===== src/rtl/ah_decoder_range_ctrl.sv =====
// ah_decoder_range_ctrl: sequencing and configuration controller for the AH
// address-range decoder. Holds per-client bottom/top-of-memory bounds and an
// enable bit, accepts one ingress request at a time, decodes it against the
// enabled ranges with fixed lowest-index priority, then either issues it to the
// winning client or pulses a decode error.
//
// Optional feature macro: AH_DEC_ERR_CNT_EN
//   defined   -> o_err_cnt is an 8-bit saturating decode-error counter
//   undefined -> o_err_cnt is tied to zero and no counter flops exist
module ah_decoder_range_ctrl #(
  parameter int unsigned ADDR_W      = 34,
  parameter int unsigned NUM_CLIENTS = 8,
  parameter int unsigned CLI_W       = 3
) (
  input  logic                   i_clk,
  input  logic                   i_rst_n,
  input  logic                   i_cfg_wr_en,
  input  logic [CLI_W-1:0]       i_cfg_idx,
  input  logic [1:0]             i_cfg_sel,
  input  logic [ADDR_W-1:0]      i_cfg_wdata,
  input  logic                   i_in_valid,
  output logic                   o_in_ready,
  input  logic [ADDR_W-1:0]      i_ingress_pkt_field,
  output logic                   o_out_valid,
  input  logic                   i_out_ready,
  output logic [CLI_W-1:0]       o_out_client,
  output logic [NUM_CLIENTS-1:0] o_decoded_binary,
  output logic [ADDR_W-1:0]      o_out_addr,
  output logic                   o_dec_err,
  output logic [7:0]             o_err_cnt
);

  typedef enum logic [1:0] {
    StIdle,
    StDecode,
    StIssue,
    StErr
  } state_e;

  state_e r_state;
  state_e w_state_nxt;

  // Range configuration registers
  logic [ADDR_W-1:0]      r_bom [NUM_CLIENTS];
  logic [ADDR_W-1:0]      r_tom [NUM_CLIENTS];
  logic [NUM_CLIENTS-1:0] r_en;

  // Captured request and decode result
  logic [ADDR_W-1:0]      r_addr;
  logic [CLI_W-1:0]       r_client;
  logic [NUM_CLIENTS-1:0] r_onehot;

  // Decode signals
  logic [NUM_CLIENTS-1:0] w_match;
  logic                   w_hit;
  logic [CLI_W-1:0]       w_win;
  logic [NUM_CLIENTS-1:0] w_win_oh;

  // Per-client inclusive range compare; an inverted range (bom > tom) never matches
  always_comb begin
    w_match = '0;
    for (int unsigned i = 0; i < NUM_CLIENTS; i++) begin
      w_match[i] = r_en[i] && (r_bom[i] <= r_addr) && (r_addr <= r_tom[i]);
    end
  end

  // Lowest-index priority select: scan downwards so the lowest match is written last
  always_comb begin
    w_hit    = |w_match;
    w_win    = '0;
    w_win_oh = '0;
    for (int i = int'(NUM_CLIENTS) - 1; i >= 0; i--) begin
      if (w_match[i]) begin
        w_win       = CLI_W'(i);
        w_win_oh    = '0;
        w_win_oh[i] = 1'b1;
      end
    end
  end

  // State register
  always_ff @(posedge i_clk) begin
    if (!i_rst_n) begin
      r_state <= StIdle;
    end else begin
      r_state <= w_state_nxt;
    end
  end

  // Next-state logic
  always_comb begin
    w_state_nxt = r_state;
    case (r_state)
      StIdle:   if (i_in_valid) w_state_nxt = StDecode;
      StDecode: w_state_nxt = w_hit ? StIssue : StErr;
      StIssue:  if (i_out_ready) w_state_nxt = StIdle;
      StErr:    w_state_nxt = StIdle;
      default:  w_state_nxt = StIdle;
    endcase
  end

  // Request capture and decode-result registers; held stable through ISSUE
  always_ff @(posedge i_clk) begin
    if (!i_rst_n) begin
      r_addr   <= '0;
      r_client <= '0;
      r_onehot <= '0;
    end else begin
      if (r_state == StIdle && i_in_valid) begin
        r_addr <= i_ingress_pkt_field;
      end
      if (r_state == StDecode && w_hit) begin
        r_client <= w_win;
        r_onehot <= w_win_oh;
      end
    end
  end

  // Config writes, accepted in every state; out-of-range indices are dropped
  always_ff @(posedge i_clk) begin
    if (!i_rst_n) begin
      r_bom <= '{default: '0};
      r_tom <= '{default: '0};
      r_en  <= '0;
    end else if (i_cfg_wr_en) begin
      for (int unsigned i = 0; i < NUM_CLIENTS; i++) begin
        if (i_cfg_idx == CLI_W'(i)) begin
          case (i_cfg_sel)
            2'd0:    r_bom[i] <= i_cfg_wdata;
            2'd1:    r_tom[i] <= i_cfg_wdata;
            2'd2:    r_en[i]  <= i_cfg_wdata[0];
            default: ;
          endcase
        end
      end
    end
  end

`ifdef AH_DEC_ERR_CNT_EN
  logic [7:0] r_err_cnt;

  // Saturating decode-error counter, cleared only by reset
  always_ff @(posedge i_clk) begin
    if (!i_rst_n) begin
      r_err_cnt <= '0;
    end else if (r_state == StErr && r_err_cnt != 8'hFF) begin
      r_err_cnt <= r_err_cnt + 8'd1;
    end
  end

  assign o_err_cnt = r_err_cnt;
`else
  assign o_err_cnt = '0;
`endif

  // Outputs decoded from state; in_ready is also gated while reset is held
  assign o_in_ready       = (r_state == StIdle) && i_rst_n;
  assign o_out_valid      = (r_state == StIssue);
  assign o_dec_err        = (r_state == StErr);
  assign o_decoded_binary = (r_state == StIssue) ? r_onehot : '0;
  assign o_out_client     = r_client;
  assign o_out_addr       = r_addr;

endmodule


===== config.mk =====
export PLATFORM = sky130hd
export DESIGN_NAME = ah_decoder_range_ctrl
export DESIGN_NICKNAME = d
export VERILOG_FILES = /design/src/rtl/ah_decoder_range_ctrl.sv
export SDC_FILE = /design/constraint.sdc
export NUM_CORES = 2
export LEC_CHECK = 0
export ABC_AREA = 1
export CORE_MARGIN = 1
export CORE_UTILIZATION = 40
export DETAILED_ROUTE_END_ITERATION = 7
export HOLD_SLACK_MARGIN = 0.1
export PLACE_DENSITY = 0.61
export SKIP_LAST_GASP = 1
export SYNTH_ARGS = -nofsm -noshare
export SYNTH_HDL_FRONTEND = slang
export SYNTH_SLANG_ARGS = --single-unit

===== constraint.sdc =====
create_clock -name i_clk -period 2.86 [get_ports i_clk]
set_clock_uncertainty 0.1 [all_clocks]
set_input_delay 0.572 -clock i_clk [delete_from_list [all_inputs] [get_ports i_clk]]
set_output_delay 0.572 -clock i_clk [all_outputs]
set_load 0.05 [all_outputs]

==> qor.txt <==
Internal power: 0.01589 W
CTS tree: yes
Simple-gate share of the synthesized area: 0.1858
Worst-skew pair later-pin latency: 0.61 ns
Hold-fix buffers, CTS: 0
Critical Path End Type: output pin
Cells after Synth: 4724
Root buf cell: clkbuf_16
Final net count: 5550
Reg area: 12020 µm²
Routed length per instance: 17.97 µm
Mux cell area share after synthesis: 0
Worst path required time: 2.19 ns
Status: finished clean
Number of core rows: 107
Startpoint types: register
Peak supply drop: 0.3700 mV
# setup viols final: 0
Global Route Usage Sum: 0.2434
Switching power: 0.007733 W
Logic pwr share: 0.262
Core area: 85550 µm²
Core Util, Final: 0.4866
Adder-cell area share of the yosys netlist: 0.1959
Clk buf depth: 3
Worst reg2reg setup slack: 0.11 ns
Die Ht: 296.7 µm
Final Hold Violating Endpoints: 0
Largest net degree at the start of global routing: 163
Lkg Pwr: 17.92 nW
Sequential Power Share: 0.364
Drt via density: 5.160
Final worst-path cycle share: 0.9863
Final min period: 2.821 ns
Diodes inserted: 0
Setup total negative slack: 0 ns
Total Die Area: 88030 µm²
Synth area leader: dfxtp_1
Min-delay worst type: input pin to register
Layout overhead on the synthesized area: 19.82%
Initial antenna violation count: 1
Setup Crit Path Kind: register to output pin
Worst R2R Start: o_out_addr[22]
Top Ports: 134
Rel. slew slack: 0.3334
Die width: 296.7 µm
Max Cap Viol: 0
Synth area leaders: dfxtp_1 (35%), ha_1 (20%), a21oi_1 (11%)
Compound-Gate Fraction of Synth Area: 0.1836
Synth top area share: 0.3452
Worst Tran Pin Value: 0.9999 ns
CP cell instances: buf_4, clkdlybuf4s50_1
R2R cell count: 18
R2r endpoint: o_out_client[0]
Fill cells: 8375
Routed Antenna Nets: 0
Place WS: -0.07720 ns
HPWL after DPL: 77900 µm
HP Start: i_rst_n
IO Port Bufs: 125
Slowest Stage Delay on Critical Path: 0.83 ns
Number of global-route vias before repair: 29.72k
Synth Area per Inst: 7.354 µm²
Layout cells sized above 1: 0.1094
Crit path arrival time: 2.15 ns
Fmax: 354.5 MHz
1st-pass router iterations: 5
DRT Wirelength: 109900 µm
Crit-path slowest cell: clkdlybuf4s50_1
Multi-input logic area: 20250 µm²
WHS Path Cells: 2
Hold Path End: r_state[1]
TritonCTS Buffers: 69
H-tree Lvls: 3
Pwr dens: 567.6 nW/µm²
Synth Area in XOR/XNOR: 0
Switching fraction of total power: 0.3273
CP max FO: 5
Total gr overflow: 0
Reg clk slew, reported paths: 0.06 ns
DRT iter0 DRCs: 2021
YS warnings: 0
Final worst setup slack: 0.03918 ns
Post-synthesis sequential element count: 599
Main combinational cell family by area after synthesis: adder cells
Drt drc: 0
First-pass GRT wire length: 169800 µm
Initial core utilization: 0.4061
Sequential share of the synthesized area: 0.3452
Mapped cell area: 34740 µm²
Clock sink total: 599
Routability cong.: 0.9124
Routed via count: 31.56k
Clock network power share: 0.374
Most frequent cells in the layout: nand2_1 (816), a21oi_1 (745), dfxtp_1 (579), inv_1 (549), ha_1 (532)
Fin. max-slew vios: 0
Critical path startpoint: o_out_addr[0]
Commonest non-fill, non-tap cell in the layout: nand2_1
Synth cell types: 41
worst max path at each step:
stage                     endpoint  slack [ns]
4_1_cts                r_onehot[2]       0.008
3_5_place_dp           r_onehot[2]       -0.08
2_1_floorplan  o_decoded_binary[0]       -0.04
6_report             o_out_addr[0]        0.04
3_3_place_gp           r_onehot[2]       -0.07
5_1_grt                r_onehot[0]       -0.08
registers in the layout, summed over array words and instances, names as in the netlist:
| signal | count |
|---|---|
| r_tom | 272 |
| o_out_client | 3 |
| r_bom | 272 |
| r_onehot | 8 |
| o_out_addr | 34 |
| r_state | 2 |
| r_en | 8 |
critical path: cells and delay by family (launching register included):
family                 cells  cell delay, ns
flip-flops                 1            0.48
buffers and inverters      2            1.06
power by group through the flow:
stage | logic [W] | clock network (W) | registers (W)
4_1_cts | 0.00590 | 0.00900 | 0.00858
3_3_place_gp | 0.00579 | 0 | 0.00876
2_1_floorplan | 0.00310 | 0 | 0.00907
6_report | 0.00619 | 0.00884 | 0.00859
3_5_place_dp | 0.00586 | 0 | 0.00877
5_1_grt | 0.00685 | 0.00931 | 0.00860
synth_stat cells:
cell	instances
o21ai_1	3
clkbuf_1	215
nand3_2	6
inv_1	559
nand2_1	850
inv_2	2
buf_6	1
nor4_1	3
nor2_1	276
nand3_1	284
o211ai_1	1
nand2_4	3
a21o_1	20
o21bai_1	18
nand2_8	1
buf_4	8
o21ai_0	416
nor3_1	21
nor3_2	1
nor2_4	2
buf_2	3
and2_1	1
a21oi_1	752
a21boi_0	1
buf_1	23
nor2_2	17
a21oi_2	5
clkinv_1	1
nand4_1	49
clkbuf_8	1
o21a_1	20
ha_1	544
o21ai_2	2
conb_1	1
nand3b_1	2
nand4_2	3
dfxtp_1	599
nand2_2	7
nor4b_1	1
o31ai_1	1
nor4_2	1
timing repair:
action,CTS,global route
pin swaps,2,42
setup endpoints to repair,10,12
gates cloned,0,1
buffers inserted,0,27
resized for setup,3,121
through the flow:
| step | cell area (µm²) | total power [W] | std cells | hold slack [ns] |
|---|---|---|---|---|
| after CTS | 40850 | 0.02349 | 6088 | 0.1906 |
| after detailed placement | 38650 | 0.01463 | 5973 | 0.3409 |
| final | 41620 | 0.02363 | 6116 | 0.2143 |
| after floorplan | 34790 | 0.01217 | 4731 | 0.3268 |
| after global routing | 41620 | 0.02477 | 6116 | 0.2158 |
| after global placement | 38650 | 0.01455 | 5973 | 0.3375 |
final cells by class:
type / count / area share
timing repair buffer: 376 / 0.08666
tap: 1144 / 0.03439
inverter: 562 / 0.05134
clock buffer: 104 / 0.04903
multi-input combinational: 3320 / 0.4864
sequential: 599 / 0.2887
clock inverter: 11 / 0.003487
layer usage:
metal	track usage	part of all wire	vias up
met5	0	0	-
met4	0.08919	0.035	0
met3	0.02845	0.045	176
met2	0.4078	0.46	633
met1	0.3201	0.46	14650
li1	-	-	16110
logic make-up (layout without fill, tap and decap cells):
group                    after synthesis  count (layout)
AND/OR/NAND/NOR                     1528            1529
AO/OA/AOI/OAI                       1239            1239
buffers and inverters                813            1053
flip-flops                           599             599
adder cells (fa/ha/maj)              544             544
other                                  1               8
(Power assumes the default switching activity.)
